<file path="src/rtl/trace_logger_mc.sv">
// Trace/stream logger between a tracer and a time-multiplexed trace RAM.
// Optional build macro LOGGER_DROP_COUNT_EN enables the saturating drop counter on DROP_CNT_O.
module trace_logger_mc #(
    parameter int DATA_W     = 64,
    parameter int DEPTH      = 256,
    parameter int DELAY_BITS = 3,
    parameter int ADDR_W     = $clog2(DEPTH)
) (
    input  logic                  CLK_I,
    input  logic                  RST_NI,
    input  logic                  MODE_I,
    input  logic [DELAY_BITS-1:0] TRG_DELAY_I,
    input  logic                  CLEAR_I,
    input  logic                  RW_TURN_I,
    input  logic                  WRITE_ALLOW_I,
    input  logic                  READ_ALLOW_I,
    output logic                  WRITE_O,
    output logic [ADDR_W-1:0]     WRITE_PTR_O,
    output logic [DATA_W-1:0]     DMEM_O,
    output logic [ADDR_W-1:0]     READ_PTR_O,
    input  logic [DATA_W-1:0]     DMEM_I,
    input  logic                  STORE_I,
    input  logic [DATA_W-1:0]     DATA_I,
    output logic                  STORE_PERM_O,
    input  logic                  LOAD_REQUEST_I,
    output logic                  LOAD_GRANT_O,
    output logic [DATA_W-1:0]     DATA_O,
    input  logic                  TRG_EVENT_I,
    output logic                  TRG_DELAYED_O,
    output logic [ADDR_W-1:0]     EVENT_ADDR_O,
    output logic [ADDR_W:0]       FILL_O,
    output logic [15:0]           DROP_CNT_O
);

    localparam int LEN_W = ADDR_W + DELAY_BITS + 1;
    localparam logic [ADDR_W:0]   FILL_FULL = (ADDR_W + 1)'(DEPTH);
    localparam logic [ADDR_W:0]   FILL_ONE  = (ADDR_W + 1)'(1);
    localparam logic [ADDR_W-1:0] PTR_ONE   = ADDR_W'(1);

    typedef enum logic [1:0] {
        ARMED  = 2'd0,
        DELAY  = 2'd1,
        FROZEN = 2'd2
    } state_t;

    state_t              state, state_nxt;
    logic [ADDR_W-1:0]   hist, hist_nxt;
    logic [ADDR_W-1:0]   event_addr, event_addr_nxt;

    logic                mode_q, mode_locked, mode_eff;
    logic                pending, pending_rd;
    logic [DATA_W-1:0]   dmem;
    logic [DATA_W-1:0]   data_q;
    logic                grant;
    logic [ADDR_W-1:0]   write_ptr, read_ptr;
    logic [ADDR_W:0]     fill;
    logic                wr_fire, rd_fire, trace_full;

    // Post-trigger history length: ((d+1)*(DEPTH-1)) >> DELAY_BITS, always below DEPTH.
    function automatic logic [ADDR_W-1:0] post_len(input logic [DELAY_BITS-1:0] d);
        logic [LEN_W-1:0] prod;
        prod = (LEN_W'(d) + LEN_W'(1)) * LEN_W'(DEPTH - 1);
        prod = prod >> DELAY_BITS;
        return prod[ADDR_W-1:0];
    endfunction

    // Mode is captured on the first clock after reset or at CLEAR_I, then held.
    assign mode_eff   = mode_locked ? mode_q : MODE_I;
    assign trace_full = !mode_eff && (fill == FILL_FULL);
    assign wr_fire    = !CLEAR_I && pending && RW_TURN_I && WRITE_ALLOW_I &&
                        (state != FROZEN) && (!mode_eff || (fill != FILL_FULL));
    assign rd_fire    = !CLEAR_I && !RW_TURN_I && READ_ALLOW_I && pending_rd &&
                        (fill != '0);

    assign WRITE_O       = wr_fire;
    assign STORE_PERM_O  = RST_NI && !CLEAR_I && (!pending || wr_fire);
    assign WRITE_PTR_O   = write_ptr;
    assign READ_PTR_O    = read_ptr;
    assign DMEM_O        = dmem;
    assign DATA_O        = data_q;
    assign LOAD_GRANT_O  = grant;
    assign FILL_O        = fill;
    assign EVENT_ADDR_O  = event_addr;
    assign TRG_DELAYED_O = (state == FROZEN);

    always_ff @(posedge CLK_I or negedge RST_NI) begin
        if (!RST_NI) begin
            mode_q      <= 1'b0;
            mode_locked <= 1'b0;
            pending     <= 1'b0;
            pending_rd  <= 1'b0;
            dmem        <= '0;
            data_q      <= '0;
            grant       <= 1'b0;
            write_ptr   <= '0;
            read_ptr    <= '0;
            fill        <= '0;
        end else if (CLEAR_I) begin
            mode_q      <= MODE_I;
            mode_locked <= 1'b1;
            pending     <= 1'b0;
            pending_rd  <= 1'b0;
            dmem        <= '0;
            data_q      <= '0;
            grant       <= 1'b0;
            write_ptr   <= '0;
            read_ptr    <= '0;
            fill        <= '0;
        end else begin
            if (!mode_locked) begin
                mode_q      <= MODE_I;
                mode_locked <= 1'b1;
            end
            if (STORE_I) begin
                dmem <= DATA_I;
            end
            pending    <= STORE_I || (pending && !wr_fire);
            pending_rd <= LOAD_REQUEST_I || (pending_rd && !rd_fire);
            grant      <= rd_fire;
            if (wr_fire) begin
                write_ptr <= write_ptr + PTR_ONE;
                // A full trace ring overwrites its oldest entry instead of growing.
                if (trace_full) begin
                    read_ptr <= read_ptr + PTR_ONE;
                end else begin
                    fill <= fill + FILL_ONE;
                end
            end
            if (rd_fire) begin
                data_q   <= DMEM_I;
                read_ptr <= read_ptr + PTR_ONE;
                fill     <= fill - FILL_ONE;
            end
        end
    end

    always_ff @(posedge CLK_I or negedge RST_NI) begin
        if (!RST_NI) begin
            state      <= ARMED;
            hist       <= '0;
            event_addr <= '0;
        end else if (CLEAR_I) begin
            state      <= ARMED;
            hist       <= '0;
            event_addr <= '0;
        end else begin
            state      <= state_nxt;
            hist       <= hist_nxt;
            event_addr <= event_addr_nxt;
        end
    end

    always_comb begin
        state_nxt      = state;
        hist_nxt       = hist;
        event_addr_nxt = event_addr;
        case (state)
            ARMED: begin
                if (!mode_eff && TRG_EVENT_I) begin
                    state_nxt      = DELAY;
                    event_addr_nxt = write_ptr;
                    hist_nxt       = post_len(TRG_DELAY_I);
                end
            end
            DELAY: begin
                // The write that finds hist at zero is the last one before freezing.
                if (wr_fire) begin
                    if (hist != '0) begin
                        hist_nxt = hist - PTR_ONE;
                    end else begin
                        state_nxt = FROZEN;
                    end
                end
            end
            FROZEN: begin
                state_nxt = FROZEN;
            end
            default: begin
                state_nxt = ARMED;
            end
        endcase
    end

`ifdef LOGGER_DROP_COUNT_EN
    logic        drop;
    logic [15:0] drop_cnt;

    assign drop = STORE_I && pending && !wr_fire;

    always_ff @(posedge CLK_I or negedge RST_NI) begin
        if (!RST_NI) begin
            drop_cnt <= '0;
        end else if (CLEAR_I) begin
            drop_cnt <= '0;
        end else if (drop && (drop_cnt != 16'hFFFF)) begin
            drop_cnt <= drop_cnt + 16'd1;
        end
    end

    assign DROP_CNT_O = drop_cnt;
`else
    assign DROP_CNT_O = '0;
`endif

endmodule

</file>
<file path="config.mk">
export PLATFORM = sky130hd
export DESIGN_NAME = trace_logger_mc
export DESIGN_NICKNAME = d
export VERILOG_FILES = /design/src/rtl/trace_logger_mc.sv
export SDC_FILE = /design/constraint.sdc
export NUM_CORES = 1
export LEC_CHECK = 0
export CELL_PAD_IN_SITES_DETAIL_PLACEMENT = 0
export CELL_PAD_IN_SITES_GLOBAL_PLACEMENT = 1
export CORE_UTILIZATION = 30
export DETAILED_ROUTE_END_ITERATION = 16
export PLACE_DENSITY = 0.74
export SYNTH_ARGS = -nofsm -noshare
export SYNTH_HDL_FRONTEND = slang
export SYNTH_SLANG_ARGS = --single-unit
</file>
<file path="constraint.sdc">
create_clock -name CLK_I -period 3 [get_ports CLK_I]
set_clock_uncertainty 0.15 [all_clocks]
set_input_delay 0.9 -clock CLK_I [delete_from_list [all_inputs] [get_ports CLK_I]]
set_output_delay 0.9 -clock CLK_I [all_outputs]
set_load 0.02 [all_outputs]
</file>
== Word level (Yosys, flattened, before mapping) ==
Index checks and enable logic that the tools add are counted.
Operators by class
  multiply operators: 1
  reductions and logical operators: 41
  add/subtract/negate cells: 6
  multiplexer cells: 32
  equality and inequality tests: 10
  shift-type cells: 0
  $lt $le $gt $ge: 0
  div/mod/pow operators: 0
  bitwise gates (word level): 0
Operator list (number)
  two-way mux 64 bit: 4
  two-way mux 8 bit: 13
  two-way mux 9 bit: 4
  adder 8 x 1 -> 8 bit (second input constant): 2
  case mux 8 bit (2 select lines): 1
  logical AND 1 bit: 15
  != test 3 bit (second input constant): 5
  multiplier 4 x 8 -> 11 bit (second input constant): 1
  nonzero test 2 bit: 5
  adder 9 x 1 -> 9 bit (second input constant): 1
  equality test 9 bit (second input constant): 1
  != test 9 bit (second input constant): 1
  nonzero test 3 bit: 3
  nonzero test 9 bit: 1
  subtractor 9 x 1 -> 9 bit (second input constant): 1
  two-way mux 2 bit: 4
  nonzero test 8 bit: 1
  subtractor 8 x 1 -> 8 bit (second input constant): 1
  zero test 1 bit: 6
  case mux 2 bit (3 select lines): 1
  AND reduction 2 bit: 3
  two-way mux 1 bit: 5
  adder 3 x 1 -> 4 bit (second input constant): 1
  logical OR 1 bit: 4
  6 further kinds: 6
Storage, ports and cells
  bits in read-only memories: 0
  flip-flop bits (word level): 176
  memories kept: 0
  output and inout port bits: 181
  input port bits: 141
  latch bits: 0
  memory bits (writable): 0
  logic and storage cells: 103

== Longest topological paths before layout ==
Gate-level depths: netlist of run 1.
  depth in word-level cells: 10
  depth in mapped cells: 13
  depth with buffers taken out: 13

== Worst setup path before layout of run 1 ==
OpenSTA, ideal clock, no wires.
  path kind: input to register
  from: input port TRG_DELAY_I[0]
  to: register hist[7]
  setup time: 139 ps
  data required time: 2711 ps
  arrival: 4058 ps
  stages on the path: 12
  path buffers: 0
  slack: -1348 ps
  path through: ha_1 -> xor2_1 -> inv_1 -> fa_1 -> inv_1 -> fa_1 -> fa_1 -> nand2b_1 -> a2111oi_0 -> nor3_1 -> a211oi_1 -> o21ai_0
Between the ends
  cells in the longest elaborated chain, start to end: 5
Ends and longest elaborated chain
  from (decl): RTL line 12  | input logic [DELAY_BITS-1:0] TRG_DELAY_I,
  adder 3 x 1 -> 4 bit: RTL line 62  | prod = (LEN_W'(d) + LEN_W'(1)) * LEN_W'(DEPTH - 1);
  multiplier 4 x 8 -> 11 bit: RTL line 62
  two-way mux 8 bit: RTL line 159  | if (!mode_eff && TRG_EVENT_I) begin
  case mux 8 bit (2 select lines): RTL line 157  | case (state)
  two-way mux 8 bit: RTL line 142  | end else if (CLEAR_I) begin
  to (signal assigned): RTL line 148  | hist <= hist_nxt;
  to (decl): RTL line 47  | logic [ADDR_W-1:0] hist, hist_nxt;
Every way passes these cells. The select of a mux whose other input is x is not followed.
A chain may end at the register's enable or synchronous reset.

== Worst setup path after layout of run 1 ==
Ends and elaborated chain as after synthesis.

==> qor.log, run 1 <==
qor: logic_synthesis.synth-warning-count 0
qor: setup_path.path_max_fanout 4
qor: clock_network.clk_pin_slew 0.08 ns
qor: routing.vias_per_cell 4.58
qor: routing.highest_layer met4
qor: outcome.violations_in_the_final_reports setup timing
qor: sta.min_period_over_period 120%
qor: clock_network.cts_buffers 17
qor: sta.grt_setup_unrepaired true
qor: finish.nNetsFinal 1395
qor: grt.maximum_number_of_pins_on_one_net_before_global_route_repair 177
qor: hold_path.timing.hold.worst_path_depth 2
qor: grt.grt_overflow 0
qor: clock_network.tritoncts_num_sinks 176
qor: logic_synthesis.total_standard_cell_area_after_synthesis 8570 sq um
qor: logic_synthesis.synthMostInstantiatedCell dfrtp_1
qor: sta.max_slew_margin 21.8%
qor: clock_network.clock_tree.root_cell clkbuf_16
qor: sta.drv_slew 0
qor: setup_path.timing.critical_path.cells buf_8 -> ha_4 -> xor2_2 -> inv_2 -> fa_1 -> inv_2 -> fa_1 -> fa_2 -> nand2b_4 -> a2111oi_4 -> buf_4 -> o21a_1 -> a211oi_1 -> o21ai_1
qor: logic_synthesis.yosysTopAreaCell dfrtp_1
qor: setup_path.slowest_stage fa_1
qor: die.die_boundary_width 171 um
qor: sta.setup_violations 8
qor: logic_synthesis.edff_count_synth 0
qor: clock_network.worst_skew_pair.late_latency 0.43 ns
qor: logic_synthesis.post_synth_num_cell_types 61
qor: grt.globalRouteTotalUtil 17.2%
qor: logic_synthesis.post_synth.cell_area_avg 9.94 sq um
qor: logic_synthesis.synth.area.top_cells dfrtp_1 51%, mux2i_1 8.9%, nand2_1 6.8%
qor: routing.drt.antenna.violating_nets 0
qor: die.placementRows 61
qor: routing.met3_wire_len 2.37 mm
qor: routing.wl_per_cell 15.5 um
qor: placed_design.place_inst 1573
qor: finish.final_core_utilization 47.9%
qor: finish.multi_input_comb_area 4070 sq um
qor: setup_path.worstSetupEndpointType register
qor: hold_path.hold_path_class reg2reg
qor: finish.n_fill_cell 2671
qor: routing.finalWirelength 25.1 mm
qor: sta.fmaxAchievable 277 MHz
qor: power_and_ir_drop.power_per_cell_area 541 nW/um^2
qor: setup_path.reg2reg_slack 0.20 ns
qor: power_and_ir_drop.vdd_ir_drop_max 292 uV
qor: logic_synthesis.synth_top_cells_by_count 176 x dfrtp_1, 155 x nand2_1, 88 x nor2_1
qor: die.die-height 171 um
qor: sta.finalWorstSetupSlack -0.613 ns
qor: logic_synthesis.synth-seq-cells 176
qor: setup_path.worstSetupStartpoint TRG_DELAY_I[0]
qor: setup_path.critical_path.startpoint_type input pin
qor: die.num_io_pins 322
qor: placed_design.globalplace.congestion 0.777
qor: hold_path.hold_path_end pending_rd$_DFF_PN0_
qor: logic_synthesis.fraction_of_post_synthesis_cell_area_in_the_top_cell_type_by_area 51.4%
qor: grt.first_global_vias 7396
qor: sta.timing_hold_violations_final 0
qor: placed_design.port_buffer_count 305
qor: setup_path.worst_path_dominant_cell_family adder cells
qor: clock_network.number_of_buffers_between_clock_root_and_the_deepest_sink 2
qor: logic_synthesis.dominantRegCellSynth dfrtp_1
qor: die.floorplan.core_area 27900 sq um
qor: clock_network.cts_tree done
qor: finish.area_growth_syn_to_layout 56.0%
qor: die.starting_utilization_of_the_core_area 30.7%
qor: sta.timing_worst_slew_pin_value 1.17 ns
qor: die.design.die.area 29300 sq um
qor: logic_synthesis.yosysSeqAreaShare 51.4%
qor: hold_path.hold_start pending_rd$_DFF_PN0_
qor: clock_network.ctsHtreeMaxLevel 4
qor: finish.finish.cell_count_without_fillers 1613
qor: routing.drt_drc_violations_left 0
qor: finish.seqCellArea 4400 sq um
qor: setup_path.critical_path_arrival 3.82 ns
qor: finish.drive_above_1_share 14.6%
qor: setup_path.timing.critical_path.required 3.21 ns
qor: grt.grt_first_pass_wirelength 39.2 mm
qor: grt.grt_antenna_before_repair 0
qor: setup_path.criticalPathCategory in2reg
qor: setup_path.slowest_delay 0.55 ns
qor: logic_synthesis.synth_async_sr_flop_share 100%
qor: routing.route.vias.total 7392
qor: flow_run.maxCapViolations 0
qor: setup_path.worst_r2r_path_depth 11
qor: routing.drt_iter0_markers 301
qor: outcome.result_of_the_run finished with violations
qor: power_and_ir_drop.total_leakage_power 0.00600 uW
qor: setup_path.r2r_start FILL_O[4]$_DFFE_PN0P_
qor: logic_synthesis.synth_cells 863
qor: sta.timing.final.crit_period 3.61 ns
qor: setup_path.reg2reg_to FILL_O[8]$_DFFE_PN0P_
qor: routing.wl_met2 11.7 mm
qor: routing.firstDrtPassIters 4
qor: placed_design.dp_hpwl 17.6 mm
qor: routing.routedLengthMet1 10.7 mm
qor: setup_path.critical_path_buf_inv_count 4
==> where the power goes <==
group	internal [uW]	total, uW	switching, uW
Sequential	2530	2660	131
Combinational	1140	2320	1180
Clock	1120	2250	1130
==> area by class of cell <==
cell class | instances | share of cell area, %
Inverter | 28 | 0.832
Sequential cell | 176 | 32.9
Tap cell | 378 | 3.54
Timing Repair Buffer | 387 | 27.8
Antenna cell | 1 | 0.0187
Clock inverter | 15 | 1.27
Multi-Input combinational cell | 611 | 30.4
Clock buffer | 17 | 3.18
==> cell usage in the layout (no fill, tap or decap), drive strengths merged, types with 23 or more instances in the layout <==
cell | Yosys | routed
a21oi | 23 | 23
o21ai | 81 | 81
nor2 | 90 | 90
mux2i | 76 | 76
nand2 | 156 | 156
clkdlybuf4s50 | 0 | 294
dfrtp | 176 | 176
inv | 28 | 33
ha | 26 | 26
buf | 23 | 89
==> routing by layer <==
metal  vias up  global-route usage (%)
li1       3615                       -
met1      3505                    21.3
met2       254                    28.3
met3        18                    6.06
met4         0                    4.66
met5         -                       0
==> cells by family (layout without fill, tap and decap cells) <==
logic type	Yosys count	count (layout)	share of synthesized area, %
AOI/OAI and AO/OA	150	150	10.8
xor gates and xnor gates	17	17	1.74
adders and majority gates	33	33	5.43
buffers and inverters	91	447	4.98
DFF	176	176	51.4
muxes	80	80	9.44
other	2	18	0.0876
and+or+nand+nor	314	314	16.2
==> worst max path at each step <==
stage / slack, ns / end / cells after the start
2_1_floorplan: -0.94 / hist[7]$_DFFE_PN0P_ / 12
3_3_place_gp: -1.54 / hist[7]$_DFFE_PN0P_ / 13
3_5_place_dp: -1.63 / hist[7]$_DFFE_PN0P_ / 13
4_1_cts: -0.63 / hist[7]$_DFFE_PN0P_ / 13
5_1_grt: -0.74 / hist[7]$_DFFE_PN0P_ / 14
6_report: -0.61 / hist[7]$_DFFE_PN0P_ / 14
==> worst min-delay path, stage by stage, from the launching register on <==
cell and delay [ns]:
dfrtp_1 0.34, a21oi_1 0.06, nor2_1 0.07
==> timing repair <==
item / in CTS / in global routing
buffers inserted: 7 / 1
hold buffers: 0 / 0
endpoints found under the setup margin: 11 / 10
pin swaps: 22 / 12
resized for setup: 54 / 10
==> flip-flops by register name (all words and copies together) (netlist names) <==
| name | count |
|---|---|
| DATA_O | 64 |
| DMEM_O | 64 |
| FILL_O | 9 |
| EVENT_ADDR_O | 8 |
| READ_PTR_O | 8 |
| WRITE_PTR_O | 8 |
| hist | 8 |
| state | 2 |
| LOAD_GRANT_O | 1 |
| mode_locked | 1 |
| mode_q | 1 |
| pending | 1 |
| pending_rd | 1 |
==> per-stage QoR <==
stage	cell area, sq um	setup TNS, ns	hold WS, ns	setup WS [ns]	power (uW)
final	13400	-3.74	0.359	-0.613	7230
after global routing	13400	-4.57	0.393	-0.738	7650
after CTS	13300	-3.80	0.368	-0.634	7290
after detailed placement	12600	-15.92	0.350	-1.63	4880
after global placement	12600	-15.13	0.342	-1.54	4860
after floorplan	8820	-6.09	0.327	-0.944	3930
Note: power is estimated with default switching activity, not from simulation.
==> run 2, diff against run 1 <==
--- a/config.mk
+++ b/config.mk
@@ -10,6 +10,7 @@
 export CORE_UTILIZATION = 30
 export DETAILED_ROUTE_END_ITERATION = 16
 export PLACE_DENSITY = 0.74
+export SETUP_SLACK_MARGIN = 0.15
 export SYNTH_ARGS = -nofsm -noshare
 export SYNTH_HDL_FRONTEND = slang
 export SYNTH_SLANG_ARGS = --single-unit
==> run 2 against run 1 <==
  * The run still ends with setup timing left
  * Final cell count increased by 1.2%
  * Register-to-register slack got worse by 0.03 ns
  * Non-clock buffer count increased by 19
  * Sequential power about the same
  * Combinational power increased by 2%
  * Power increased by 2.2%
  * Sequential share of layout area decreased by 0.60 points
  * Worst hold slack improved by 0.011 ns
  * Global-route usage decreased by 0.081 points
  * Critical endpoint unchanged
  * Largest cell class unchanged
  * Highest routed layer unchanged
==> qor.log, run 2 (synthesized netlist as in run 1, its figures left out) <==
qor: setup_path.criticalPathCategory in2reg
qor: sta.fin_setup_tns -3.33 ns
qor: hold_path.timing.hold.worst_path_depth 2
qor: die.floorplan.core_area 27900 sq um
qor: sta.drv_slew 0
qor: routing.drt_iter0_markers 356
qor: setup_path.timing.critical_path.required 3.14 ns
qor: outcome.result_of_the_run finished with violations
qor: sta.setup_violations 8
qor: routing.drt_drc_violations_left 0
qor: routing.firstDrtPassIters 4
qor: grt.maximum_number_of_pins_on_one_net_before_global_route_repair 80
qor: clock_network.ctsHtreeMaxLevel 4
qor: placed_design.dp_hpwl 17.7 mm
qor: power_and_ir_drop.total_power 7390 uW
qor: sta.timing.final.crit_period 3.54 ns
qor: routing.highest_layer met4
qor: outcome.violations_in_the_final_reports setup timing
qor: setup_path.worstSetupEndpointType register
qor: routing.wl_per_cell 15.4 um
qor: hold_path.hold_start DMEM_O[52]$_DFFE_PN0P_
qor: sta.finalWorstSetupSlack -0.544 ns
qor: routing.route.vias.total 7481
qor: placed_design.globalplace.congestion 0.791
qor: routing.wl_met2 11.4 mm
qor: finish.drive_above_1_share 16.2%
qor: power_and_ir_drop.power_per_cell_area 543 nW/um^2
qor: finish.most_common_library_cell_in_the_layout_ignoring_fill_and_taps clkdlybuf4s50_1
qor: routing.vias_per_cell 4.58
qor: finish.nNetsFinal 1414
qor: sta.fin_hold_ws 0.369 ns
qor: clock_network.worst_skew_pair.late_latency 0.42 ns
qor: clock_network.tritoncts_num_sinks 176
qor: grt.grt_first_pass_wirelength 39.4 mm
qor: setup_path.critical_path.startpoint_type input pin
qor: die.starting_utilization_of_the_core_area 30.7%
qor: clock_network.cts_buffers 17
qor: sta.fmaxAchievable 282 MHz
qor: setup_path.r2r_start FILL_O[4]$_DFFE_PN0P_
qor: setup_path.path_max_fanout 3
qor: clock_network.clk_pin_slew 0.08 ns
qor: finish.mostFrequentLayoutCells 292 x clkdlybuf4s50_1, 176 x dfrtp_1, 153 x nand2_1, 92 x buf_4, 88 x nor2_1
qor: placed_design.port_buffer_count 305
qor: die.design.die.area 29300 sq um
qor: clock_network.number_of_buffers_between_clock_root_and_the_deepest_sink 2
qor: power_and_ir_drop.total_leakage_power 0.00615 uW
qor: sta.timing_worst_slew_pin_value 0.937 ns
qor: finish.area_growth_syn_to_layout 58.9%
qor: setup_path.critical_path_arrival 3.69 ns
qor: grt.first_global_vias 7513
qor: grt.grt_overflow 0
qor: die.placementRows 61
qor: hold_path.hold_path_class reg2reg
qor: sta.max_slew_margin 37.5%
qor: grt.globalRouteTotalUtil 17.2%
qor: die.num_io_pins 322
qor: sta.min_period_over_period 118%
qor: die.die_boundary_width 171 um
qor: routing.met3_wire_len 2.45 mm
qor: sta.timing_hold_violations_final 0
qor: routing.finalWirelength 25.1 mm
qor: flow_run.maxCapViolations 0
qor: setup_path.worstSetupStartpoint TRG_DELAY_I[1]
qor: power_and_ir_drop.vdd_ir_drop_max 407 uV
qor: routing.routedLengthMet1 10.9 mm
qor: grt.grt_antenna_before_repair 1
qor: clock_network.cts_tree done
qor: die.die-height 171 um
qor: routing.drt.antenna.violating_nets 0
qor: sta.grt_setup_unrepaired true
qor: setup_path.worst_r2r_path_depth 12
qor: clock_network.clock_tree.root_cell clkbuf_16
-- run 2: changes by cell type in the layout (fill, tap and decap cells not counted), sizes merged, moves of 2 or more --
| cell | previous run | this run |
|---|---|---|
| buf | 89 | 110 |
| clkbuf | 19 | 17 |
| clkdlybuf4s50 | 294 | 292 |
| clkinvlp | 3 | 1 |
-- run 2: critical path, stage by stage --
cell and delay, ns:
buf_8 0.10, ha_4 0.17, xor2_4 0.18, inv_2 0.07, fa_1 0.54, inv_2 0.06
fa_2 0.47, fa_2 0.38, nand2b_4 0.16, a2111oi_4 0.31, nor3_1 0.08, a211oi_1 0.19
o21ai_1 0.08
-- run 2: where the power goes --
part           internal [uW]  switching, uW  total [uW]  leakage (uW)
Combinational           1190           1180        2370       0.00345
Clock                   1230           1140        2370      0.000306
Sequential              2530            134        2660       0.00239
Total                   4940           2460        7390       0.00615
-- run 2: worst paths after layout --
kind / to / slack, ns
max: hist[7]$_DFFE_PN0P_ / -0.54
min: DMEM_O[52]$_DFFE_PN0P_ / 0.37
max reg2reg: FILL_O[8]$_DFFE_PN0P_ / 0.17
min reg2reg: DMEM_O[52]$_DFFE_PN0P_ / 0.37
max in group asynchronous: FILL_O[5]$_DFFE_PN0P_ / 0.94
min in group asynchronous: READ_PTR_O[5]$_DFFE_PN0P_ / 0.45
-- run 2: timing repair --
action	CTS	global route
buffers inserted	6	6
hold buffers	0	0
resized for setup	64	14
pin swaps	26	9
setup endpoints to repair	15	14
-- run 2: metrics by stage --
stage	setup slack, ns	area, sq um	std cells	utilization [%]
floorplan	-0.944	8850	878	-
global placement	-1.51	12700	1587	45.5
detailed placement	-1.55	12700	1587	45.5
CTS	-0.591	13500	1625	48.4
global route	-0.688	13600	1632	48.8
finish	-0.544	13600	1632	48.8
-- run 2: routing by layer --
layer	GRT usage [%]	up-vias
met5	0	-
met4	4.19	0
met3	6.36	23
met2	28.2	268
met1	21.2	3536
li1	-	3654
-- run 2: final cells by class --
| type | instances | area (sq um) |
|---|---|---|
| Multi-Input combinational cell | 611 | 4110 |
| Clock buffer | 17 | 425 |
| Sequential cell | 176 | 4400 |
| Antenna cell | 1 | 2.50 |
| Clock inverter | 15 | 205 |
| Fill cell | 2633 | 14300 |
| Inverter | 28 | 114 |
| Timing Repair Buffer | 406 | 3890 |
| Tap cell | 378 | 473 |
